File: config.mk
export PLATFORM = sky130hd
export DESIGN_NAME = reset_seq_flat
export DESIGN_NICKNAME = d
export VERILOG_FILES = /design/src/rtl/reset_seq_pkg.sv /design/src/rtl/reset_seq_if.sv /design/src/rtl/reset_seq_sync_debounce.sv /design/src/rtl/reset_seq.sv /design/src/flat_wrapper.sv
export SDC_FILE = /design/constraint.sdc
export NUM_CORES = 1
export LEC_CHECK = 0
export ABC_AREA = 1
export BUFFER_PORTS_ARGS = -buffer_cell sky130_fd_sc_hd__buf_2
export CAP_MARGIN = 20
export CORE_AREA = 2 2 79 81
export DETAILED_ROUTE_END_ITERATION = 6
export DIE_AREA = 0 0 81 83
export SLEW_MARGIN = 15
export SYNTH_ARGS = -nofsm -noshare
export SYNTH_HDL_FRONTEND = slang
export SYNTH_SLANG_ARGS = --single-unit
File: constraint.sdc
create_clock -name clk -period 5.1 [get_ports clk]
set_clock_uncertainty 0.2 [all_clocks]
set_input_delay 0.765 -clock clk [delete_from_list [all_inputs] [get_ports clk]]
set_output_delay 0.765 -clock clk [all_outputs]
set_load 0.02 [all_outputs]
File: src/rtl/reset_seq_pkg.sv
// rtl/reset_seq_pkg.sv - shared types and helpers for the reset sequencer
// Purpose : sequencer state encoding, reset-cause encoding and the counter
//           width helper used by the sequencer and its debouncer.
// Ports   : none (package).
package reset_seq_pkg;

    typedef enum logic [1:0] {
        ASSERT  = 2'd0,
        RELEASE = 2'd1,
        RUN     = 2'd2,
        SW_HOLD = 2'd3
    } state_e;

    typedef enum logic [1:0] {
        CAUSE_NONE  = 2'd0,
        CAUSE_POWER = 2'd1,
        CAUSE_SW    = 2'd2
    } cause_e;

    // Width that holds the largest terminal count without wrapping.
    function automatic int cnt_width(int a, int b, int c);
        int m;
        m = a;
        if (b > m) m = b;
        if (c > m) m = c;
        return $clog2(m + 1);
    endfunction

endpackage

File: src/rtl/reset_seq_if.sv
// rtl/reset_seq_if.sv - power/request inputs and domain reset outputs
// Purpose : bundles the sequencer's functional signals.
// Signals : power (raw power-good), req_n (per-domain sw reset request),
//           dom_rst_n (per-domain reset), ready (all released), cause.
// Modports: master drives power/req_n, slave is the sequencer.
interface reset_seq_if #(
    parameter int NumDomains = 3
);
    import reset_seq_pkg::*;

    logic                  power;
    logic [NumDomains-1:0] req_n;
    logic [NumDomains-1:0] dom_rst_n;
    logic                  ready;
    cause_e                cause;

    modport master (
        output power,
        output req_n,
        input  dom_rst_n,
        input  ready,
        input  cause
    );

    modport slave (
        input  power,
        input  req_n,
        output dom_rst_n,
        output ready,
        output cause
    );

endinterface

File: src/rtl/reset_seq_sync_debounce.sv
// rtl/reset_seq_sync_debounce.sv - two-flop synchroniser plus debouncer
// Purpose : brings an asynchronous level into clk and filters glitches.
// Ports   : clk, rst_n (sync active-low), in (async level), out (debounced).
module sync_debounce
    import reset_seq_pkg::*;
#(
    parameter int Cycles = 16
) (
    input  logic clk,
    input  logic rst_n,
    input  logic in,
    output logic out
);

    localparam int CntW = cnt_width(Cycles, Cycles, Cycles);
    localparam logic [CntW-1:0] CntTerm = CntW'(Cycles);

    logic [1:0]      sync_q;
    logic            db_q, db_d;
    logic [CntW-1:0] cnt_q, cnt_d;

    // The counter climbs while the synchronised level disagrees with the
    // debounced one; the edge that finds it at the terminal count flips
    // the output, so any agreeing sample in between restarts the wait.
    always_comb begin
        db_d  = db_q;
        cnt_d = '0;
        if (sync_q[1] != db_q) begin
            if (cnt_q == CntTerm) begin
                db_d = ~db_q;
            end else begin
                cnt_d = cnt_q + 1'b1;
            end
        end
    end

    always_ff @(posedge clk) begin
        if (!rst_n) begin
            sync_q <= '0;
            db_q   <= 1'b0;
            cnt_q  <= '0;
        end else begin
            sync_q <= {sync_q[0], in};
            db_q   <= db_d;
            cnt_q  <= cnt_d;
        end
    end

    assign out = db_q;

endmodule

File: src/rtl/reset_seq.sv
// rtl/reset_seq.sv - ordered multi-domain reset sequencer
// Purpose : holds all domains in reset until debounced power has been good
//           for HoldCycles, then releases domain 0..NumDomains-1 spaced by
//           StageCycles; software requests re-reset a domain and dependants.
// Ports   : clk, rst_n (sync active-low), bus (reset_seq_if.slave:
//           power, req_n in; dom_rst_n, ready, cause out).
module reset_seq
    import reset_seq_pkg::*;
#(
    parameter int NumDomains     = 3,
    parameter int DebounceCycles = 16,
    parameter int HoldCycles     = 32,
    parameter int StageCycles    = 8
) (
    input  logic           clk,
    input  logic           rst_n,
    reset_seq_if.slave     bus
);

    localparam int CntW = cnt_width(DebounceCycles, HoldCycles, StageCycles);
    localparam int IdxW = $clog2(NumDomains + 1);
    localparam logic [CntW-1:0] HoldLast  = CntW'(HoldCycles - 1);
    localparam logic [CntW-1:0] StageLast = CntW'(StageCycles - 1);
    localparam logic [IdxW-1:0] LastIdx   = IdxW'(NumDomains - 1);

    logic pwr_db;

    sync_debounce #(
        .Cycles (DebounceCycles)
    ) u_db (
        .clk   (clk),
        .rst_n (rst_n),
        .in    (bus.power),
        .out   (pwr_db)
    );

    state_e                state_q, state_d;
    logic [NumDomains-1:0] dom_q, dom_d;
    logic                  ready_q, ready_d;
    cause_e                cause_q, cause_d;
    logic [CntW-1:0]       hold_q, hold_d;
    logic [CntW-1:0]       stage_q, stage_d;
    // Next domain to release; in SW_HOLD, the lowest asserted domain.
    logic [IdxW-1:0]       idx_q, idx_d;
    logic [NumDomains-1:0] req_q;

    logic            req_any;
    logic [IdxW-1:0] req_idx;
    logic            rel_en;
    logic [IdxW-1:0] rel_idx;
    logic            clr_en;
    logic [IdxW-1:0] clr_from;

    always_comb begin
        req_any = ~&req_q;
        req_idx = '0;
        for (int i = NumDomains - 1; i >= 0; i--) begin
            if (!req_q[i]) req_idx = IdxW'(i);
        end
    end

    always_comb begin
        state_d  = state_q;
        dom_d    = dom_q;
        ready_d  = ready_q;
        cause_d  = cause_q;
        hold_d   = hold_q;
        stage_d  = stage_q;
        idx_d    = idx_q;
        rel_en   = 1'b0;
        rel_idx  = idx_q;
        clr_en   = 1'b0;
        clr_from = idx_q;

        case (state_q)
            ASSERT: begin
                if (hold_q == HoldLast) begin
                    rel_en  = 1'b1;
                    rel_idx = '0;
                end else begin
                    hold_d = hold_q + 1'b1;
                end
            end
            RELEASE, RUN: begin
                if (req_any) begin
                    // Domains at or above idx are still held; never
                    // re-release above the lowest one already asserted.
                    clr_en   = 1'b1;
                    clr_from = (req_idx < idx_q) ? req_idx : idx_q;
                    idx_d    = clr_from;
                    state_d  = SW_HOLD;
                    ready_d  = 1'b0;
                    cause_d  = CAUSE_SW;
                    hold_d   = '0;
                    stage_d  = '0;
                end else if (state_q == RELEASE) begin
                    if (stage_q == StageLast) begin
                        rel_en = 1'b1;
                    end else begin
                        stage_d = stage_q + 1'b1;
                    end
                end
            end
            SW_HOLD: begin
                if (req_any) begin
                    clr_en   = 1'b1;
                    clr_from = (req_idx < idx_q) ? req_idx : idx_q;
                    idx_d    = clr_from;
                    hold_d   = '0;
                end else if (hold_q == HoldLast) begin
                    rel_en = 1'b1;
                end else begin
                    hold_d = hold_q + 1'b1;
                end
            end
            default: begin
                state_d = ASSERT;
            end
        endcase

        if (clr_en) begin
            for (int i = 0; i < NumDomains; i++) begin
                if (i >= int'(clr_from)) dom_d[i] = 1'b0;
            end
        end

        // Releasing the last domain goes straight to RUN, which also covers
        // the single-domain case leaving ASSERT.
        if (rel_en) begin
            for (int i = 0; i < NumDomains; i++) begin
                if (i == int'(rel_idx)) dom_d[i] = 1'b1;
            end
            idx_d   = rel_idx + 1'b1;
            hold_d  = '0;
            stage_d = '0;
            if (rel_idx == LastIdx) begin
                ready_d = 1'b1;
                state_d = RUN;
            end else begin
                state_d = RELEASE;
            end
        end

        // Power loss overrides everything, including a same-edge request.
        if (!pwr_db) begin
            state_d = ASSERT;
            dom_d   = '0;
            ready_d = 1'b0;
            cause_d = CAUSE_POWER;
            hold_d  = '0;
            stage_d = '0;
            idx_d   = '0;
        end
    end

    always_ff @(posedge clk) begin
        if (!rst_n) begin
            state_q <= ASSERT;
            dom_q   <= '0;
            ready_q <= 1'b0;
            cause_q <= CAUSE_POWER;
            hold_q  <= '0;
            stage_q <= '0;
            idx_q   <= '0;
            req_q   <= '1;
        end else begin
            state_q <= state_d;
            dom_q   <= dom_d;
            ready_q <= ready_d;
            cause_q <= cause_d;
            hold_q  <= hold_d;
            stage_q <= stage_d;
            idx_q   <= idx_d;
            // Requests sampled while everything is held are dropped.
            req_q   <= (state_q == ASSERT) ? '1 : bus.req_n;
        end
    end

    assign bus.dom_rst_n = dom_q;
    assign bus.ready     = ready_q;
    assign bus.cause     = cause_q;

endmodule
File: src/flat_wrapper.sv
// flat-port wrapper written by rule: the top's interface ports become plain ports
module reset_seq_flat import reset_seq_pkg::*;
#(
    parameter int NumDomains     = 3,
    parameter int DebounceCycles = 16,
    parameter int HoldCycles     = 32,
    parameter int StageCycles    = 8
)
  (clk, rst_n, bus_power, bus_req_n, bus_dom_rst_n, bus_ready, bus_cause);
  reset_seq_if #(.NumDomains(NumDomains)) bus_i ();
  input  logic clk;
  input  logic rst_n;
  input wire logic [$bits(bus_i.power)-1:0] bus_power;
  input wire logic [$bits(bus_i.req_n)-1:0] bus_req_n;
  output wire logic [$bits(bus_i.dom_rst_n)-1:0] bus_dom_rst_n;
  output wire logic [$bits(bus_i.ready)-1:0] bus_ready;
  output wire logic [$bits(bus_i.cause)-1:0] bus_cause;
  assign bus_i.power = bus_power;
  assign bus_i.req_n = bus_req_n;
  assign bus_dom_rst_n = bus_i.dom_rst_n;
  assign bus_ready = bus_i.ready;
  assign bus_cause = bus_i.cause;
  reset_seq #(.NumDomains(NumDomains), .DebounceCycles(DebounceCycles), .HoldCycles(HoldCycles), .StageCycles(StageCycles)) u_core (.clk(clk), .rst_n(rst_n), .bus(bus_i));
endmodule
==> impl_metrics.prom, run 1 <==
# TYPE chip_impl_metric gauge
chip_impl_info{name="endpoint_of_the_worst_slack_reg_to_reg_timing_path",value="u_core.idx_q[1]$_SDFF_PN0_"} 1
chip_impl_metric{name="worst_supply_voltage_drop_on_vdd",unit="mV"} 0.1440
chip_impl_metric{name="hold_viol_final",unit=""} 0
chip_impl_metric{name="fmaxAchievable",unit="GHz"} 0.5074
chip_impl_metric{name="maxCapViolCount",unit=""} 0
chip_impl_metric{name="diodes",unit=""} 0
chip_impl_metric{name="number_of_distinct_library_cell_variants_in_the_gate_level_netlist_after_synthesis",unit=""} 26
chip_impl_metric{name="worstPathBufferInverterCount",unit=""} 1
chip_impl_metric{name="fin_area",unit="mm2"} 0.001943
chip_impl_metric{name="max-slew-margin-rel",unit="%"} 77.29
chip_impl_metric{name="crit_path_max_fanout",unit=""} 7
chip_impl_metric{name="yosys_register_bits",unit=""} 33
chip_impl_info{name="path_delay_family",value="simple AND/OR/NAND/NOR gates"} 1
chip_impl_metric{name="hold_depth",unit=""} 2
chip_impl_info{name="cts_root_buffer_type",value="sky130_fd_sc_hd__clkbuf_8"} 1
chip_impl_metric{name="antenna_violating_nets_post_route",unit=""} 0
chip_impl_metric{name="drc",unit=""} 0
chip_impl_info{name="run_status",value="finished, final reports clean"} 1
chip_impl_metric{name="worst_reg2reg_setup_slack",unit="ns"} 3.13
chip_impl_metric{name="groute.usage.overall",unit="%"} 10.93
chip_impl_metric{name="post_drt_via_cell_ratio",unit=""} 4.368
chip_impl_info{name="critical_path_source",value="u_core.hold_q[0]$_SDFFE_PP0P_"} 1
chip_impl_metric{name="proportion_of_netlist_area_held_by_the_largest_area_contributor",unit="%"} 38.68
chip_impl_info{name="highest_metal_layer_with_signal_wires",value="met4"} 1
chip_impl_metric{name="ff2ff_path_depth",unit=""} 9
chip_impl_metric{name="floorplan.die.height",unit="um"} 83
chip_impl_metric{name="wl_met3",unit="um"} 109
chip_impl_metric{name="synthesis.nets",unit=""} 246
chip_impl_metric{name="worst_skew_pair.late_latency",unit="ns"} 0.28
chip_impl_info{name="largest_family_of_logic_cells_by_synthesized_area",value="simple AND/OR/NAND/NOR gates"} 1
chip_impl_metric{name="number_of_antenna_violations_at_the_first_check_in_global_routing",unit=""} 0
chip_impl_metric{name="synth-seq-area-share",unit="%"} 38.68
chip_impl_metric{name="wl",unit="mm"} 3.192
chip_impl_metric{name="cp.arrival",unit="ns"} 1.95
chip_impl_metric{name="avg_wl_per_cell",unit="um"} 9.944
chip_impl_metric{name="synth-compound-area-share",unit="%"} 8.938
chip_impl_metric{name="crit_required",unit="ns"} 5.08
chip_impl_metric{name="worst_slew_pin_slew",unit="ns"} 0.3381
chip_impl_metric{name="layout.nets",unit=""} 264
chip_impl_metric{name="clock_sinks",unit=""} 33
chip_impl_metric{name="cts_max_path_buffers",unit=""} 2
chip_impl_metric{name="n_fill_cell",unit=""} 679
chip_impl_info{name="ys_top_cells_by_area",value="sky130_fd_sc_hd__dfxtp_1, sky130_fd_sc_hd__nand2_1, sky130_fd_sc_hd__ha_1"} 1
chip_impl_metric{name="leakage",unit="nW"} 0.8652
chip_impl_metric{name="drt_pass1_iterations",unit=""} 4
chip_impl_metric{name="post_cts.resized_instances",unit=""} 0
chip_impl_info{name="mostFrequentLayoutCell",value="sky130_fd_sc_hd__nand2_1"} 1
chip_impl_info{name="rr_startpoint",value="u_core.hold_q[0]$_SDFFE_PP0P_"} 1
chip_impl_metric{name="synth_fa_ha_area_share",unit="%"} 8.791
chip_impl_metric{name="share_of_synthesized_cell_area_in_and_or_nand_and_nor_gates",unit="%"} 32.01
chip_impl_info{name="grt_setup_unrepaired",value="false"} 1
chip_impl_metric{name="detailedPlacementHpwl",unit="mm"} 2.464
chip_impl_metric{name="core_region_area",unit="mm2"} 0.005816
chip_impl_info{name="critical_path_class",value="register to register"} 1
chip_impl_metric{name="critical-path-max-stage-delay",unit="ns"} 0.39
chip_impl_info{name="worstPathCellList",value="ha_1 -> nand3_4 -> nor2_4 -> nand3_4 -> nand2_2 -> inv_1 -> ha_1 -> a21boi_1 -> nor2_1"} 1
chip_impl_metric{name="die_area",unit="mm2"} 0.006723
chip_impl_metric{name="layout-drive-gt1-share",unit="%"} 14.63
chip_impl_metric{name="grt_max_degree",unit=""} 11
chip_impl_info{name="yosys.area.top_type",value="sky130_fd_sc_hd__dfxtp_1"} 1
chip_impl_metric{name="cts_inserted_buffers",unit=""} 5
chip_impl_info{name="timing.critical_path.to",value="u_core.idx_q[1]$_SDFF_PN0_"} 1
chip_impl_metric{name="yosys_warnings",unit=""} 0
chip_impl_metric{name="design_power_total",unit="mW"} 0.4600
chip_impl_metric{name="muxShareOfSynthArea",unit="%"} 0
chip_impl_metric{name="die_width",unit="um"} 81
chip_impl_metric{name="vias",unit=""} 1402
chip_impl_info{name="clock_tree_from_tritoncts",value="yes"} 1
chip_impl_metric{name="cp.depth",unit=""} 9
chip_impl_metric{name="drt-initial-drc-count",unit=""} 42
chip_impl_info{name="final_cell_mix",value="sky130_fd_sc_hd__nand2_1, sky130_fd_sc_hd__dfxtp_1, sky130_fd_sc_hd__nor2_1"} 1
chip_impl_info{name="worst_hold_path_type",value="register to register"} 1
chip_impl_metric{name="cts.hold.buffers_added",unit=""} 0
chip_impl_metric{name="detail_route.wirelength.met1",unit="mm"} 1.554
chip_impl_metric{name="global_route_wire_length_before_repair",unit="mm"} 5.961
chip_impl_metric{name="synth_xor_area_share",unit="%"} 4.103
chip_impl_metric{name="synthToLayoutAreaGrowth",unit="%"} 13.77
chip_impl_metric{name="synth.avg_cell_area",unit="um2"} 7.491
chip_impl_metric{name="placedInstanceArea",unit="mm2"} 0.001857
chip_impl_metric{name="postCtsSetupBuffers",unit=""} 0
chip_impl_info{name="crit_path_start_kind",value="register"} 1
chip_impl_metric{name="setup_violations",unit=""} 0
chip_impl_metric{name="synthCells",unit=""} 228
chip_impl_metric{name="p_per_cell_area",unit="mW/mm2"} 236.7
chip_impl_metric{name="start_util",unit="%"} 29.37
chip_impl_info{name="endpoint_type_of_the_worst_setup_path",value="register"} 1
chip_impl_metric{name="place.port_buffers",unit=""} 11
chip_impl_metric{name="final.period_utilization",unit="%"} 38.64
chip_impl_metric{name="final.setup.tns",unit="ns"} 0
chip_impl_metric{name="first_global_vias",unit=""} 1373
chip_impl_metric{name="global_route.overflow_total",unit=""} 0
chip_impl_metric{name="h-tree-depth",unit=""} 2
chip_impl_metric{name="final_max_slew_viol_count",unit=""} 0
chip_impl_metric{name="clkTransAtPathRegs",unit="ns"} 0.07
chip_impl_info{name="timing.critical_path.slowest_stage_cell",value="sky130_fd_sc_hd__dfxtp_1"} 1
chip_impl_metric{name="finalWeightedCongestion",unit=""} 0.7848
chip_impl_metric{name="pin_count",unit=""} 12
chip_impl_metric{name="wl_met2",unit="mm"} 1.463
chip_impl_metric{name="std_cell_rows",unit=""} 28
chip_impl_metric{name="finalCriticalPeriod",unit="ns"} 1.971
chip_impl_metric{name="netlist_area",unit="mm2"} 0.001708
-- cell usage after synthesis, drive strengths merged --
| master | number |
|---|---|
| a21oi | 11 |
| nor2 | 33 |
| nand4 | 4 |
| ha | 12 |
| or2 | 1 |
| a22oi | 2 |
| inv | 33 |
| clkinv | 1 |
| nor3 | 3 |
| xor2 | 6 |
| dfxtp | 33 |
| xnor2 | 2 |
| nand3 | 18 |
| nand2 | 55 |
| o21bai | 1 |
| a211o | 1 |
| a21boi | 1 |
| o21ai | 11 |
-- through the flow --
step	std cells	util (%)	hold WS, ns	setup WS [ns]
3_3_place_gp	314	31.93	0.2128	3.137
2_1_floorplan	228	-	0.1900	3.269
4_1_cts	321	33.41	0.2307	3.105
6_report	321	33.41	0.2338	3.129
3_5_place_dp	314	31.93	0.2165	3.102
5_1_grt	321	33.41	0.2596	2.964
-- logic make-up (layout without fill, tap and decap cells) --
kind of cell               Yosys count  after routing
AOI/OAI and AO/OA                   27             27
xor gates and xnor gates             8              8
adders and majority gates           12             12
buffers and inverters               34             52
DFF                                 33             33
and+or+nand+nor                    114            114
-- area by class of cell --
class	count	area, um2	share of cell area, %
multi-input combinational	161	919.6	47.33
sequential	33	660.6	34.00
inverter	34	127.6	6.568
tap	75	93.84	4.829
clock buffer	7	86.33	4.443
timing repair buffer	11	55.05	2.833
-- flip-flops by register name (all words and copies together) (netlist names), 2 cells and up --
name	cells
u_core.stage_q	6
u_core.bus.dom_rst_n	3
u_core.u_db.cnt_q	5
u_core.u_db.sync_q	2
u_core.hold_q	6
u_core.idx_q	2
u_core.req_q	3
u_core.bus.cause	2
u_core.state_q	2
-- layer usage --
layer / global-route usage (%) / vias up
li1: - / 754
met1: 13.85 / 621
met2: 17.43 / 20
met3: 2.935 / 7
met4: 4.314 / 0
met5: 0 / -
-- how the worst min path moves through the flow --
stage / startpoint / endpoint / slack, ns
2_1_floorplan: u_core.u_db.sync_q[0]$_SDFF_PN0_ / u_core.u_db.sync_q[1]$_SDFF_PN0_ / 0.19
3_3_place_gp: u_core.u_db.sync_q[0]$_SDFF_PN0_ / u_core.u_db.sync_q[1]$_SDFF_PN0_ / 0.21
3_5_place_dp: u_core.u_db.sync_q[0]$_SDFF_PN0_ / u_core.u_db.sync_q[1]$_SDFF_PN0_ / 0.22
4_1_cts: u_core.u_db.sync_q[0]$_SDFF_PN0_ / u_core.u_db.sync_q[1]$_SDFF_PN0_ / 0.23
5_1_grt: u_core.bus.cause[0]$_SDFFE_PN1P_ / u_core.bus.cause[0]$_SDFFE_PN1P_ / 0.26
6_report: u_core.u_db.sync_q[0]$_SDFF_PN0_ / u_core.u_db.sync_q[1]$_SDFF_PN0_ / 0.23
-- power by group --
part           internal [mW]  total (mW)  switching, mW
combinational        0.00229     0.00471        0.00241
clock                  0.107       0.196         0.0891
sequential             0.259       0.259       0.000593
-- worst reg2reg max path: stages, from the launching register on --
cell	delay, ns
sky130_fd_sc_hd__dfxtp_1	0.39
sky130_fd_sc_hd__ha_1	0.23
sky130_fd_sc_hd__nand3_4	0.12
sky130_fd_sc_hd__nor2_4	0.14
sky130_fd_sc_hd__nand3_4	0.14
sky130_fd_sc_hd__nand2_2	0.13
sky130_fd_sc_hd__inv_1	0.05
sky130_fd_sc_hd__ha_1	0.27
sky130_fd_sc_hd__a21boi_1	0.15
sky130_fd_sc_hd__nor2_1	0.05
No activity file was read; power rests on OpenSTA's default activity.
==> run 2: changes to the inputs <==
- clock period: 5.1 -> 1.65 ns (I/O delays scaled with it)
==> impl_metrics.prom, run 2 (same netlist as run 1, synthesis figures left out) <==
# TYPE chip_impl_metric gauge
chip_impl_metric{name="vias",unit=""} 1570
chip_impl_metric{name="detailedPlacementHpwl",unit="mm"} 2.535
chip_impl_info{name="mostFrequentLayoutCell",value="sky130_fd_sc_hd__nand2_1"} 1
chip_impl_metric{name="std_cell_rows",unit=""} 28
chip_impl_metric{name="cp.arrival",unit="ns"} 1.71
chip_impl_metric{name="first_global_vias",unit=""} 1505
chip_impl_metric{name="avg_wl_per_cell",unit="um"} 10.16
chip_impl_metric{name="drc",unit=""} 0
chip_impl_metric{name="final_max_slew_viol_count",unit=""} 0
chip_impl_metric{name="synthToLayoutAreaGrowth",unit="%"} 40.15
chip_impl_info{name="timing.critical_path.slowest_stage_cell",value="sky130_fd_sc_hd__dfxtp_2"} 1
chip_impl_metric{name="n_fill_cell",unit=""} 607
chip_impl_info{name="grt_setup_unrepaired",value="true"} 1
chip_impl_metric{name="layout-drive-gt1-share",unit="%"} 35.92
chip_impl_metric{name="cts_max_path_buffers",unit=""} 2
chip_impl_info{name="rr_startpoint",value="u_core.hold_q[0]$_SDFFE_PP0P_"} 1
chip_impl_info{name="hold_path_startpoint",value="rst_n"} 1
chip_impl_info{name="endpoint_type_of_the_worst_setup_path",value="register"} 1
chip_impl_metric{name="diodes",unit=""} 0
chip_impl_metric{name="leakage",unit="nW"} 1.057
chip_impl_metric{name="worst_supply_voltage_drop_on_vdd",unit="mV"} 0.4963
chip_impl_metric{name="ff2ff_path_depth",unit=""} 9
chip_impl_metric{name="crit_path_max_fanout",unit=""} 4
chip_impl_info{name="final_cell_mix",value="sky130_fd_sc_hd__nand2_1, sky130_fd_sc_hd__buf_4, sky130_fd_sc_hd__inv_1, sky130_fd_sc_hd__nor2_1, sky130_fd_sc_hd__dfxtp_1"} 1
chip_impl_info{name="critical_path_class",value="register to register"} 1
chip_impl_metric{name="final-instance-count-excl-fill",unit=""} 359
chip_impl_metric{name="wl",unit="mm"} 3.648
chip_impl_metric{name="fmaxAchievable",unit="GHz"} 0.5926
chip_impl_metric{name="floorplan.die.height",unit="um"} 83
chip_impl_metric{name="placed_cells",unit=""} 340
chip_impl_metric{name="critical-path-max-stage-delay",unit="ns"} 0.35
chip_impl_metric{name="cts_inserted_buffers",unit=""} 5
chip_impl_metric{name="groute.usage.overall",unit="%"} 11.84
chip_impl_metric{name="timing.final.ws_setup",unit="ns"} -0.03738
chip_impl_metric{name="dp_slack",unit="ns"} -0.07117
chip_impl_metric{name="final.hold.worst_slack",unit="ns"} 0.01049
chip_impl_info{name="largestRegisters",value="u_core.hold_q x6, u_core.stage_q x6, u_core.u_db.cnt_q x5"} 1
chip_impl_metric{name="multi_input_combinational_cell_area",unit="mm2"} 0.001074
chip_impl_info{name="failing_checks",value="setup timing"} 1
chip_impl_metric{name="post_drt_via_cell_ratio",unit=""} 4.373
chip_impl_metric{name="worst_skew_pair.late_latency",unit="ns"} 0.29
chip_impl_metric{name="final-seq-area",unit="um2"} 669.4
chip_impl_metric{name="layout.nets",unit=""} 302
chip_impl_metric{name="die_area",unit="mm2"} 0.006723
chip_impl_info{name="cts_root_buffer_type",value="sky130_fd_sc_hd__clkbuf_8"} 1
chip_impl_info{name="worst_hold_path_type",value="input port to register"} 1
chip_impl_metric{name="hold_depth",unit=""} 3
chip_impl_metric{name="design_power_total",unit="mW"} 1.436
chip_impl_metric{name="drt_pass1_iterations",unit=""} 4
chip_impl_metric{name="global_route.overflow_total",unit=""} 0
chip_impl_metric{name="place.port_buffers",unit=""} 11
chip_impl_metric{name="finalWeightedCongestion",unit=""} 0.7908
chip_impl_metric{name="start_util",unit="%"} 29.37
chip_impl_metric{name="clkTransAtPathRegs",unit="ns"} 0.06
chip_impl_metric{name="worst_slew_pin_slew",unit="ns"} 0.3983
chip_impl_metric{name="maxCapViolCount",unit=""} 0
chip_impl_info{name="crit_top_cell",value="sky130_fd_sc_hd__nand3_4"} 1
chip_impl_metric{name="final.period_utilization",unit="%"} 102.3
chip_impl_metric{name="clock_sinks",unit=""} 33
chip_impl_metric{name="worst_reg2reg_setup_slack",unit="ns"} -0.04
chip_impl_metric{name="number_of_antenna_violations_at_the_first_check_in_global_routing",unit=""} 0
chip_impl_metric{name="antenna_violating_nets_post_route",unit=""} 0
chip_impl_metric{name="p_per_cell_area",unit="mW/mm2"} 599.8
chip_impl_metric{name="drt-initial-drc-count",unit=""} 82
chip_impl_metric{name="pin_count",unit=""} 12
chip_impl_metric{name="h-tree-depth",unit=""} 2
chip_impl_metric{name="max-slew-margin-rel",unit="%"} 73.28
chip_impl_metric{name="hold_viol_final",unit=""} 0
chip_impl_metric{name="worstPathBufferInverterCount",unit=""} 1
chip_impl_info{name="run_status",value="finished, violations left"} 1
chip_impl_metric{name="global_route_wire_length_before_repair",unit="mm"} 6.410
chip_impl_metric{name="grt_max_degree",unit=""} 11
chip_impl_info{name="worstPathCellList",value="ha_4 -> nand3_4 -> nor2_4 -> nand3_4 -> nand2_4 -> inv_2 -> ha_1 -> a21boi_2 -> nor2_1"} 1
chip_impl_info{name="crit_path_start_kind",value="register"} 1
chip_impl_metric{name="finalCriticalPeriod",unit="ns"} 1.687
chip_impl_metric{name="crit_required",unit="ns"} 1.67
chip_impl_metric{name="core_region_area",unit="mm2"} 0.005816
chip_impl_metric{name="layout.core_utilization",unit="%"} 41.16
chip_impl_info{name="clock_tree_from_tritoncts",value="yes"} 1
chip_impl_info{name="whs_endpoint",value="u_core.u_db.sync_q[1]$_SDFF_PN0_"} 1
chip_impl_info{name="endpoint_of_the_worst_slack_reg_to_reg_timing_path",value="u_core.idx_q[1]$_SDFF_PN0_"} 1
chip_impl_metric{name="setup_violations",unit=""} 4
chip_impl_info{name="path_delay_family",value="simple AND/OR/NAND/NOR gates"} 1
chip_impl_metric{name="die_width",unit="um"} 81
## run 2: cell count changes in the layout (fill, tap and decap cells not counted), moves of 5 or more
cell	delta
sky130_fd_sc_hd__ha_1	-5
sky130_fd_sc_hd__dfxtp_1	-7
sky130_fd_sc_hd__nand2_1	-7
sky130_fd_sc_hd__dfxtp_2	+7
sky130_fd_sc_hd__nor2_1	-6
sky130_fd_sc_hd__nor2_2	+5
sky130_fd_sc_hd__buf_4	+33
## run 2: worst reg2reg max path, cell delays in order, from the launching register on
cell                       delay [ns]
sky130_fd_sc_hd__dfxtp_2         0.35
sky130_fd_sc_hd__ha_4            0.15
sky130_fd_sc_hd__nand3_4         0.08
sky130_fd_sc_hd__nor2_4          0.13
sky130_fd_sc_hd__nand3_4         0.12
sky130_fd_sc_hd__nand2_4         0.09
sky130_fd_sc_hd__inv_2           0.03
sky130_fd_sc_hd__ha_1            0.26
sky130_fd_sc_hd__a21boi_2        0.15
sky130_fd_sc_hd__nor2_1          0.07
## run 2: per-layer routing
metal	track usage [%]	share of wire (%)
met5	0	0
met4	4.622	1.7
met1	15.44	47
met2	18.56	49
met3	2.935	2.6
## run 2: repair_timing
action,in CTS,in global routing
setup endpoints to repair,9,20
hold buffers,4,0
gates cloned,0,1
pin swaps,10,7
gates resized for setup,2,30
hold endpoints to repair,4,0
buffers inserted,5,2
## run 2: cell type report
cell class                      instances  area share (%)
Timing Repair Buffer                   48           14.32
Clock buffer                            7           3.607
Sequential cell                        33           27.97
Multi-Input combinational cell        162           44.85
Inverter                               34           5.332
Tap cell                               75           3.921
## run 2: worst max-delay path by stage
stage	end	depth (start not counted)	startpoint	slack [ns]
after floorplan	u_core.idx_q[1]$_SDFF_PN0_	9	u_core.hold_q[1]$_SDFFE_PP0P_	-0.09
after detailed placement	u_core.bus.dom_rst_n[2]$_SDFF_PN0_	9	u_core.req_q[1]$_SDFF_PP1_	-0.07
after global routing	u_core.idx_q[1]$_SDFF_PN0_	9	u_core.hold_q[0]$_SDFFE_PP0P_	-0.12
after global placement	u_core.bus.dom_rst_n[2]$_SDFF_PN0_	9	u_core.req_q[1]$_SDFF_PP1_	-0.03
after CTS	u_core.bus.dom_rst_n[2]$_SDFF_PN0_	9	u_core.req_q[1]$_SDFF_PP1_	-0.02
final	u_core.idx_q[1]$_SDFF_PN0_	9	u_core.hold_q[0]$_SDFFE_PP0P_	-0.04
## run 2: where the power goes
group          switching (mW)  leakage (nW)  internal (mW)
combinational         0.00833         0.746         0.0133
clock                   0.282        0.0443          0.331
sequential            0.00161         0.267          0.799
## run 2: per-stage QoR
step	setup TNS [ns]	instance area, um2
finish	-0.09158	2394
global route	-0.8745	2394
CTS	-0.04985	2252
detailed placement	-0.2246	2083
global placement	-0.08416	2083
floorplan	-0.2246	1739
==> run 3: changes to the inputs <==
- CORE_AREA: 2 2 79 81 -> 2 2 60 62
- DIE_AREA: 0 0 81 83 -> 0 0 62 64
- PLACE_DENSITY: not set -> 0.73
==> impl_metrics.prom, run 3 (same netlist as run 1, synthesis figures left out) <==
# TYPE chip_impl_metric gauge
chip_impl_info{name="run_status",value="finished, violations left"} 1
chip_impl_info{name="failing_checks",value="setup timing"} 1
chip_impl_metric{name="crit_path_max_fanout",unit=""} 6
chip_impl_metric{name="grt_max_degree",unit=""} 11
chip_impl_metric{name="dp_slack",unit="ns"} -0.06095
chip_impl_metric{name="crit_required",unit="ns"} 1.70
chip_impl_metric{name="globalRouteMet2Util",unit="%"} 32.42
chip_impl_metric{name="cts_inserted_buffers",unit=""} 5
chip_impl_metric{name="drc",unit=""} 0
chip_impl_metric{name="critical-path-max-stage-delay",unit="ns"} 0.37
chip_impl_metric{name="post_drt_via_cell_ratio",unit=""} 4.923
chip_impl_metric{name="start_util",unit="%"} 52.00
chip_impl_info{name="rr_startpoint",value="u_core.hold_q[0]$_SDFFE_PP0P_"} 1
chip_impl_metric{name="floorplan.die.height",unit="um"} 64
chip_impl_metric{name="die_width",unit="um"} 62
chip_impl_info{name="critical_path_class",value="register to register"} 1
chip_impl_info{name="endpoint_of_the_worst_slack_reg_to_reg_timing_path",value="u_core.state_q[0]$_SDFFE_PN0P_"} 1
chip_impl_info{name="endpoint_type_of_the_worst_setup_path",value="register"} 1
chip_impl_metric{name="pin_count",unit=""} 12
chip_impl_metric{name="finalCriticalPeriod",unit="ns"} 1.705
chip_impl_info{name="crit_path_start_kind",value="register"} 1
chip_impl_metric{name="worst_reg2reg_setup_slack",unit="ns"} -0.06
chip_impl_metric{name="drt_pass1_iterations",unit=""} 4
chip_impl_metric{name="detailedPlacementHpwl",unit="mm"} 2.436
chip_impl_metric{name="maxCapViolCount",unit=""} 0
chip_impl_metric{name="hold_depth",unit=""} 2
chip_impl_metric{name="final.period_utilization",unit="%"} 103.4
chip_impl_metric{name="setup_violations",unit=""} 5
chip_impl_info{name="worst_hold_path_type",value="register to register"} 1
chip_impl_info{name="busiest_layer",value="met2"} 1
chip_impl_metric{name="cp.arrival",unit="ns"} 1.75
chip_impl_metric{name="p_int",unit="mW"} 1.014
chip_impl_info{name="timing.critical_path.slowest_stage_cell",value="sky130_fd_sc_hd__dfxtp_2"} 1
chip_impl_metric{name="timing.final.ws_setup",unit="ns"} -0.05537
chip_impl_metric{name="power_frac_comb",unit="%"} 2.0
chip_impl_metric{name="drt-initial-drc-count",unit=""} 68
chip_impl_metric{name="global_route_wire_length_before_repair",unit="mm"} 5.961
chip_impl_metric{name="core_region_area",unit="mm2"} 0.003284
chip_impl_metric{name="diodes",unit=""} 0
chip_impl_metric{name="groute.usage.overall",unit="%"} 20.15
chip_impl_metric{name="worst_supply_voltage_drop_on_vdd",unit="mV"} 0.5233
chip_impl_info{name="hold_path_startpoint",value="u_core.u_db.sync_q[0]$_SDFF_PN0_"} 1
chip_impl_metric{name="design_power_total",unit="mW"} 1.298
chip_impl_info{name="final_cell_mix",value="sky130_fd_sc_hd__nand2_1, sky130_fd_sc_hd__nor2_1, sky130_fd_sc_hd__buf_4"} 1
chip_impl_metric{name="layout.core_utilization",unit="%"} 70.70
chip_impl_metric{name="layout.nets",unit=""} 298
chip_impl_metric{name="cts_max_path_buffers",unit=""} 2
chip_impl_metric{name="die_area",unit="mm2"} 0.003968
chip_impl_metric{name="fmaxAchievable",unit="GHz"} 0.5864
chip_impl_info{name="clock_tree_from_tritoncts",value="yes"} 1
chip_impl_metric{name="number_of_antenna_violations_at_the_first_check_in_global_routing",unit=""} 0
chip_impl_metric{name="worst_skew_pair.late_latency",unit="ns"} 0.34
chip_impl_metric{name="clkTransAtPathRegs",unit="ns"} 0.10
chip_impl_metric{name="max-slew-margin-rel",unit="%"} 78.25
chip_impl_metric{name="h-tree-depth",unit=""} 2
chip_impl_metric{name="power.sequential.fraction",unit="%"} 61.6
chip_impl_metric{name="antenna_violating_nets_post_route",unit=""} 0
chip_impl_metric{name="avg_wl_per_cell",unit="um"} 11.75
chip_impl_metric{name="wl",unit="mm"} 3.832
chip_impl_metric{name="worstPathBufferInverterCount",unit=""} 2
chip_impl_metric{name="layout-drive-gt1-share",unit="%"} 34.64
chip_impl_metric{name="power_switching_share",unit="%"} 21.86
chip_impl_metric{name="place.port_buffers",unit=""} 11
chip_impl_metric{name="leakage",unit="nW"} 1.025
chip_impl_metric{name="power.switching",unit="mW"} 0.2838
chip_impl_info{name="mostFrequentLayoutCell",value="sky130_fd_sc_hd__nand2_1"} 1
chip_impl_metric{name="hold_viol_final",unit=""} 0
chip_impl_metric{name="synthToLayoutAreaGrowth",unit="%"} 35.97
chip_impl_metric{name="share_clk_of_total_power",unit="%"} 36.3
chip_impl_metric{name="global_route.overflow_total",unit=""} 0
chip_impl_metric{name="finalWeightedCongestion",unit=""} 0.8218
chip_impl_metric{name="clock_sinks",unit=""} 33
chip_impl_metric{name="worst_slew_pin_slew",unit="ns"} 0.3237
chip_impl_metric{name="grt_use_met1",unit="%"} 23.65
chip_impl_info{name="path_delay_family",value="simple AND/OR/NAND/NOR gates"} 1
chip_impl_info{name="cts_root_buffer_type",value="sky130_fd_sc_hd__clkbuf_4"} 1
chip_impl_metric{name="p_per_cell_area",unit="mW/mm2"} 559.0
chip_impl_metric{name="ff2ff_path_depth",unit=""} 10
chip_impl_metric{name="groute.layer.met3.usage",unit="%"} 5.466
chip_impl_info{name="worstPathCellList",value="ha_4 -> nand3_4 -> nor2_4 -> nand3_4 -> buf_4 -> buf_4 -> nand2_4 -> nand2_1 -> nand2_1 -> nor2_1"} 1
chip_impl_info{name="grt_setup_unrepaired",value="true"} 1
chip_impl_metric{name="first_global_vias",unit=""} 1447
chip_impl_metric{name="std_cell_rows",unit=""} 21
chip_impl_metric{name="vias",unit=""} 1605
chip_impl_metric{name="final_max_slew_viol_count",unit=""} 0
chip_impl_info{name="largestRegisters",value="u_core.hold_q x6, u_core.stage_q x6, u_core.u_db.cnt_q x5"} 1
chip_impl_info{name="whs_endpoint",value="u_core.u_db.sync_q[1]$_SDFF_PN0_"} 1
==> run 3: changes by cell type in the layout (fill, tap and decap cells not counted), sizes merged <==
cell,change
clkinv,-1
nand3,-1
buf,-5
dlygate4sd3,+2
clkbuf,-1
clkinvlp,+2
==> run 3: worst min-delay path: cells and delay by family (launching register included) <==
kind                   cells  cell delay [ns]
buffers and inverters      1             0.03
flip-flops                 1             0.31
AND/OR/NAND/NOR            1             0.05
==> run 3: metrics by stage <==
step	TNS (ns)	hold WS [ns]	std cells	instance area, um2
after floorplan	-0.2246	0.1394	228	1739
after CTS	-0.04398	0.2287	324	2171
after global placement	-0.04165	0.2100	308	2024
final	-0.1385	0.2267	326	2322
after global routing	-0.9022	0.2427	326	2322
after detailed placement	-0.2387	0.2075	308	2024
==> run 3: layout make-up <==
class,instances,area (um2)
flip-flops and latches,33,671.9
repair buffers,45,325.3
clock buffers,6,51.30
well taps,46,57.56
clock inverters,1,7.507
inverters,34,131.4
fillers,257,962.2
multi-input cells,161,1077
==> run 3: how the worst max path moves through the flow <==
stage	from	depth (start not counted)	to	slack, ns
6_report	u_core.hold_q[0]$_SDFFE_PP0P_	10	u_core.state_q[0]$_SDFFE_PN0P_	-0.06
5_1_grt	u_core.req_q[0]$_SDFF_PP1_	9	u_core.bus.dom_rst_n[0]$_SDFF_PN0_	-0.15
2_1_floorplan	u_core.hold_q[1]$_SDFFE_PP0P_	9	u_core.idx_q[1]$_SDFF_PN0_	-0.09
4_1_cts	u_core.hold_q[0]$_SDFFE_PP0P_	9	u_core.idx_q[1]$_SDFF_PN0_	-0.02
3_3_place_gp	u_core.req_q[0]$_SDFF_PP1_	9	u_core.bus.dom_rst_n[2]$_SDFF_PN0_	-0.03
3_5_place_dp	u_core.req_q[0]$_SDFF_PP1_	9	u_core.bus.dom_rst_n[2]$_SDFF_PN0_	-0.06
==> run 3: power groups by stage <==
stage | logic (mW) | registers [mW] | clock network (mW)
floorplan | 0.00633 | 0.819 | 0
detailed placement | 0.0144 | 0.819 | 0
global placement | 0.0138 | 0.819 | 0
finish | 0.0264 | 0.800 | 0.471
global route | 0.0296 | 0.801 | 0.514
CTS | 0.0251 | 0.801 | 0.485
==> run 3: timing repair <==
action | CTS | global route
setup buffers | 3 | 2
setup endpoints to repair | 9 | 20
resized for setup | 2 | 32
pin swaps | 9 | 8
hold endpoints to repair | 6 | 0
hold buffers | 6 | 0
==> run 3: routing by layer <==
layer  share of wire (%)  wire length [um]
met3                 2.3                89
met5                   0                 0
met4                 2.3                88
met1                  44              1688
met2                  51              1966
